## config.mk

```make
export PLATFORM = sky130hd
export DESIGN_NAME = sequential_sobel_xy
export DESIGN_NICKNAME = d
export VERILOG_FILES = /design/src/rtl/sobel_pkg.sv /design/src/rtl/sobel_row_weight.sv /design/src/rtl/sequential_sobel_xy.sv
export SDC_FILE = /design/constraint.sdc
export NUM_CORES = 1
export LEC_CHECK = 0
export BUFFER_PORTS_ARGS = -buffer_cell sky130_fd_sc_hd__buf_2
export CORE_UTILIZATION = 40
export DETAILED_ROUTE_END_ITERATION = 8
export SYNTH_ARGS = -nofsm -noshare
export SYNTH_HDL_FRONTEND = slang
export SYNTH_SLANG_ARGS = --single-unit
```

## constraint.sdc

```tcl
create_clock -name clk -period 4.8 [get_ports clk]
set_input_delay 0.24 -clock clk [delete_from_list [all_inputs] [get_ports clk]]
set_output_delay 0.24 -clock clk [all_outputs]
set_load 0.1 [all_outputs]
```

## src/rtl/sobel_pkg.sv

```systemverilog
// Shared definitions for the streaming 3x3 Sobel gradient engine.
//
// Contents:
//   SOBEL_MODE_Y / SOBEL_MODE_X / SOBEL_MODE_MAG : per-beat output selector codes
//                                                  (code 3 is reserved and treated as Y)
//   sobel_out_w(data_w)                          : gradient width for a given pixel width.
//                                                  Three extra bits hold the +/-4*max
//                                                  range of Gx/Gy plus sign, and the
//                                                  8*max unsigned magnitude.
package sobel_pkg;

  localparam logic [1:0] SOBEL_MODE_Y   = 2'd0;
  localparam logic [1:0] SOBEL_MODE_X   = 2'd1;
  localparam logic [1:0] SOBEL_MODE_MAG = 2'd2;

  function automatic int sobel_out_w(input int data_w);
    return data_w + 3;
  endfunction

endpackage

```

## src/rtl/sobel_row_weight.sv

```systemverilog
// Per-row Sobel terms for one three-pixel horizontal window (purely combinational).
//
// Ports:
//   left_i, cur_i, right_i : row pixels, DATA_W bits unsigned
//   w_o                    : L + 2C + R, DATA_W+2 bits unsigned (smoothing term, feeds Gy)
//   d_o                    : R - L, DATA_W+1 bits two's complement (difference term, feeds Gx)
module sobel_row_weight
  import sobel_pkg::*;
#(
  parameter int DATA_W = 8
) (
  input  logic [DATA_W-1:0] left_i,
  input  logic [DATA_W-1:0] cur_i,
  input  logic [DATA_W-1:0] right_i,
  output logic [DATA_W+1:0] w_o,
  output logic [DATA_W:0]   d_o
);

  always_comb begin
    w_o = {2'b00, left_i} + {1'b0, cur_i, 1'b0} + {2'b00, right_i};
    // Zero-extend both operands one bit so the difference wraps into a
    // correct two's complement value.
    d_o = {1'b0, right_i} - {1'b0, left_i};
  end

endmodule

```

## src/rtl/sequential_sobel_xy.sv

```systemverilog
// Streaming 3x3 Sobel gradient engine. Each accepted beat carries one image
// row's left/current/right pixels; the two preceding rows of the strip are
// held internally so the beat completes a 3x3 window. From the third row of
// a strip onward every beat produces one registered X gradient, Y gradient
// or L1 magnitude, chosen by that beat's mode.
//
// Build option: define SOBEL_MAG_EN to enable the magnitude mode. Without it
// mode 2 behaves as Y and out_is_mag is constant 0.
//
// Ports:
//   clk, rst_n  : clock, asynchronous active-low reset
//   in_valid    : beat qualifier; every valid beat is accepted (no backpressure)
//   sof_in      : beat is row 0 of a new strip (only meaningful with in_valid)
//   left_in, current_in, right_in : row window pixels, DATA_W bits
//   mode_in     : 0 = Y, 1 = X, 2 = magnitude, 3 = Y
//   grad_out    : OUT_W bits; two's complement for X/Y, unsigned for magnitude;
//                 holds its last value while out_valid is low
//   out_is_mag  : grad_out carries a magnitude
//   out_valid   : one-cycle pulse, one cycle after the window-completing beat
//
// Handshake: in_valid is a pure qualifier, sampled on the rising edge; the
// block has no ready. out_valid is asserted for exactly one cycle per
// qualifying beat and is never stalled.
module sequential_sobel_xy
  import sobel_pkg::*;
#(
  parameter  int DATA_W = 8,
  localparam int OUT_W  = sobel_out_w(DATA_W)
) (
  input  logic              clk,
  input  logic              rst_n,
  input  logic              in_valid,
  input  logic              sof_in,
  input  logic [DATA_W-1:0] left_in,
  input  logic [DATA_W-1:0] current_in,
  input  logic [DATA_W-1:0] right_in,
  input  logic [1:0]        mode_in,
  output logic [OUT_W-1:0]  grad_out,
  output logic              out_is_mag,
  output logic              out_valid
);

  localparam int W_PAD = OUT_W - DATA_W - 2;
  localparam int D_PAD = OUT_W - DATA_W - 1;

  // The incoming beat is always the bottom row, so only the two older rows
  // are stored: top_q is row r-2 and mid_q is row r-1 from the point of view
  // of the next beat. Index 0 = left, 1 = current, 2 = right.
  logic [2:0][DATA_W-1:0] top_q, top_d;
  logic [2:0][DATA_W-1:0] mid_q, mid_d;
  // Rows of the current strip held so far, saturating at 2.
  logic [1:0]             fill_q, fill_d;

  logic [OUT_W-1:0]       grad_q, grad_d;
  logic                   out_valid_q, out_valid_d;

  logic [DATA_W+1:0]      w_top, w_mid, w_bot;
  logic [DATA_W:0]        d_top, d_mid, d_bot;
  logic [OUT_W-1:0]       gx, gy, grad_sel;
  logic                   win_done;

  sobel_row_weight #(.DATA_W(DATA_W)) u_row_top (
    .left_i (top_q[0]), .cur_i (top_q[1]), .right_i (top_q[2]),
    .w_o    (w_top),    .d_o   (d_top)
  );

  sobel_row_weight #(.DATA_W(DATA_W)) u_row_mid (
    .left_i (mid_q[0]), .cur_i (mid_q[1]), .right_i (mid_q[2]),
    .w_o    (w_mid),    .d_o   (d_mid)
  );

  sobel_row_weight #(.DATA_W(DATA_W)) u_row_bot (
    .left_i (left_in),  .cur_i (current_in), .right_i (right_in),
    .w_o    (w_bot),    .d_o   (d_bot)
  );

  // Gradients are formed at full output width; the ranges (+/-4*max) fit,
  // so no saturation is needed. w_mid carries the centre row, which has a
  // zero weight in Gy.
  always_comb begin
    gy = {{W_PAD{1'b0}}, w_bot} - {{W_PAD{1'b0}}, w_top};
    gx = {{D_PAD{d_top[DATA_W]}}, d_top}
       + ({{D_PAD{d_mid[DATA_W]}}, d_mid} << 1)
       + {{D_PAD{d_bot[DATA_W]}}, d_bot};
  end

`ifdef SOBEL_MAG_EN
  logic [OUT_W-1:0] gx_abs, gy_abs, mag;
  logic             is_mag_sel;
  logic             out_is_mag_q, out_is_mag_d;

  always_comb begin
    gx_abs = gx[OUT_W-1] ? ((~gx) + OUT_W'(1)) : gx;
    gy_abs = gy[OUT_W-1] ? ((~gy) + OUT_W'(1)) : gy;
    mag    = gx_abs + gy_abs;
  end

  always_comb begin
    grad_sel   = gy;
    is_mag_sel = 1'b0;
    if (mode_in == SOBEL_MODE_X) begin
      grad_sel = gx;
    end else if (mode_in == SOBEL_MODE_MAG) begin
      grad_sel   = mag;
      is_mag_sel = 1'b1;
    end
  end
`else
  always_comb begin
    grad_sel = gy;
    if (mode_in == SOBEL_MODE_X) begin
      grad_sel = gx;
    end
  end
`endif

  // A beat completes a window only if two rows of the same strip are already
  // held; a sof beat always starts over as row 0.
  assign win_done = in_valid && !sof_in && (fill_q == 2'd2);

  always_comb begin
    top_d       = top_q;
    mid_d       = mid_q;
    fill_d      = fill_q;
    grad_d      = grad_q;
    out_valid_d = win_done;
    if (in_valid) begin
      top_d = mid_q;
      mid_d = {right_in, current_in, left_in};
      if (sof_in) begin
        fill_d = 2'd1;
      end else if (fill_q != 2'd2) begin
        fill_d = fill_q + 2'd1;
      end
    end
    if (win_done) begin
      grad_d = grad_sel;
    end
  end

`ifdef SOBEL_MAG_EN
  always_comb begin
    out_is_mag_d = out_is_mag_q;
    if (win_done) begin
      out_is_mag_d = is_mag_sel;
    end
  end

  always_ff @(posedge clk or negedge rst_n) begin
    if (!rst_n) begin
      out_is_mag_q <= 1'b0;
    end else begin
      out_is_mag_q <= out_is_mag_d;
    end
  end

  assign out_is_mag = out_is_mag_q;
`else
  assign out_is_mag = 1'b0;
`endif

  always_ff @(posedge clk or negedge rst_n) begin
    if (!rst_n) begin
      top_q       <= '0;
      mid_q       <= '0;
      fill_q      <= 2'd0;
      grad_q      <= '0;
      out_valid_q <= 1'b0;
    end else begin
      top_q       <= top_d;
      mid_q       <= mid_d;
      fill_q      <= fill_d;
      grad_q      <= grad_d;
      out_valid_q <= out_valid_d;
    end
  end

  assign grad_out  = grad_q;
  assign out_valid = out_valid_q;

endmodule

```

==> reports/summary.txt <==
Status = complete, no violations
Synthesized Nets = 669
Startpoint Class = flop
Worst setup EP type = flop
Post-DP Area = 5550 µm²
Total power = 3.92 mW
Final setup viols = 0
FMAX = 0.249 GHz
Minimum clock period = 4.02 ns
Max stage delay on crit path = 0.52 ns
Post-route DRC = 0
Total track usage = 17.6%
Hold Buf Count CTS = 0
First-pass GRT wire length = 17900 µm
Chip Width = 116 µm
Post-cts resize count = 0
Synth warn = 0
Cells after synthesis = 548
Pre-antenna DRT Iters = 4
Unrepaired setup endpoints after global routing = false
Post-route ant nets = 0
CP arrival = 4.24 ns
Share of cells above drive strength 1 = 13.8%
Slew Limit Fails = 0
Overflow after GRT = 0
Setup TNS = 0 ns
# clock sinks = 62
Tcrit/Tclk final = 83.7%
Fillers = 1259
LEAKAGE = 2.97 nW
Worst-Margin Slew = 0.831 ns
Crit path max-delay family = compound AO/OA/AOI/OAI gates
Clock insertion delay at the later pin of the skew report = 0.34 ns
Final Worst Setup Slack = 0.785 ns
Hold Fails Final Rpt = 0
Final #Nets = 710
Die height = 116 µm
Pwr dens = 669 nW/µm²
Clock Path Buffers = 2
Critical path type = reg -> reg
Critical path fanouts, max = 4
Pin count of the biggest net entering global routing = 81
Slew Limit Headroom = 44.6%
Root Driver = clkbuf_16
CP max-delay cell = fa_1
Syn Std Cell Area = 5180 µm²
Initial antenna violation count = 0
Initial DRC count = 151
Die area = 13400 µm²
Most common cell after layout, fill and taps aside = inv_1
H-tree levels = 3
Clock-pin slew on the worst setup and hold paths = 0.05 ns
Clock buffer count from CTS = 9
Syn-to-layout area delta = 13.0%
HPWL Detailed = 8150 µm
I/O Buffers = 41
Postcts setup bufs = 0
Pre-CTS WS = 0.791 ns
Synth Area per Inst = 9.45 µm²
Fin Clk Skew = 0.00498 ns
Buf/Inv on CP = 2
Most frequent cells in the layout = 117 x inv_1, 62 x dfrtp_1, 54 x o21ai_0, 47 x ha_1, 46 x nand2_1
Vias in the first global route = 3855
Distinct cell type count after synthesis = 46
#FFs+latches synth = 62
Initial Util = 41.1%
Vias per cell = 4.76
WL final = 10200 µm
Crit-path cells = inv_1 -> ha_1 -> inv_1 -> fa_1 -> a21o_1 -> a21oi_1 -> o21bai_1 -> a21oi_1 -> nor2_1 -> a211oi_1 -> fa_1 -> ha_1 -> nand2_1 -> nor2_1 -> o211ai_1 -> o21ai_0 -> nor3_1 -> o21ai_1
Rows = 41
CTS tree = built
Total I/O pin count = 43
Final std cell area, no fill = 5850 µm²
Seq/Total Area, Yosys = 29.9%
Max-cap violations = 0
Vias post-DR = 3648
Worst hold path type = in -> async
Core area = 12600 µm²
Antenna cells = 0
Placer Congestion = 0.811
Peak VDD IR = 0.301 mV
CP required = 5.03 ns
WL/cell = 13.3 µm
## worst reg2reg max path, cell delays in order (launching register included)
cell      delay (ns)
dfrtp_1         0.35
inv_1           0.11
ha_1            0.19
inv_1           0.06
fa_1            0.39
a21o_1          0.17
a21oi_1         0.23
o21bai_1        0.09
a21oi_1         0.24
nor2_1          0.08
a211oi_1        0.46
fa_1            0.52
ha_1            0.37
nand2_1         0.08
nor2_1          0.05
o211ai_1        0.10
o21ai_0         0.11
nor3_1          0.20
o21ai_1         0.09
## Yosys cell counts, drive strengths merged
cell type    n  share of area, %
nand2b       6              0.72
nor4         1              0.12
o21ai       56               5.4
mux2i        5              0.97
nor3         9              0.87
nor2        13              0.94
o21bai       4              0.58
conb         1             0.072
a21o         9               1.3
dfrtp       62                30
nand3        4              0.39
nand3b       1              0.14
o221a        1              0.22
xor2         8               1.4
or3          4              0.48
o2bb2ai      1              0.17
o2111ai      1              0.17
nand2       47               3.5
buf          4              0.58
a2bb2oi      1              0.17
a31oi        1              0.12
o32a         1              0.19
o21a         7               1.0
a21oi       18               1.8
mux2        18               3.9
clkbuf       9              0.65
a2111o       1              0.22
inv        118               8.5
xnor2       21               3.5
nor2b        8              0.97
fa          44                17
or2          2              0.24
a211oi       6              0.97
a21boi       3              0.43
ha          47                11
o211ai       2              0.29
o22ai        3              0.36
clkinv       1              0.31
## power by group
| group | internal, mW | leakage, nW | switching, mW |
|---|---|---|---|
| Clock | 0.427 | 0.152 | 0.236 |
| Combinational | 1.04 | 2.06 | 1.55 |
| Sequential | 0.614 | 0.753 | 0.0496 |
## state kept, by name, summed over array words and instances (netlist names)
name	count
mid_q	24
grad_out	11
top_q	24
out_valid	1
fill_q	2
## cell type report
class	count	area [µm²]	share of cell area, %
tap	172	215	3.68
inverter	119	459	7.84
clock buffer	12	256	4.38
clock inverter	4	45.0	0.769
multi-input combinational	354	3110	53.1
sequential	62	1550	26.5
timing repair buffer	43	220	3.76
## layer usage
layer  GRT usage (%)  part of all wire [%]  routed length [µm]  vias to the layer above
met1            21.7                    47                4760                     1742
met3            4.13                   2.9                 295                       14
met2            29.5                    48                4920                       54
met5               0                     0                   0                        -
met4            7.18                   1.9                 192                        0
li1                -                     -                   -                     1838
## worst paths after layout
| check | from | end | slack [ns] | depth (start not counted) |
|---|---|---|---|---|
| hold / removal | rst_n | grad_out[1] | 0.08 | 2 |
| setup reg to reg | top_q[16] | grad_out[10] | 0.78 | 18 |
| min in group clk | sof_in | fill_q[1] | 0.09 | 2 |
| max in group asynchronous | rst_n | mid_q[5] | 4.18 | 2 |
| setup / recovery | top_q[16] | grad_out[10] | 0.78 | 18 |
| hold reg to reg | fill_q[0] | fill_q[0] | 0.48 | 1 |
## through the flow
stage               utilization [%]  hold slack (ns)  std cells
CTS                            46.4           0.0768        766
finish                         46.4           0.0817        766
global placement               44.0            0.430        750
floorplan                         -          -0.0556        548
global route                   46.4           0.0898        766
detailed placement             44.0            0.446        750
## cell families after synthesis
group | synth area share [%]
flops | 29.9
compound gates | 13.4
simple gates | 8.33
other cells | 0.0724
buf+inv | 10.1
mux | 4.88
xor+xnor | 4.90
fa+ha+maj | 28.4
(Power assumes the default switching activity.)
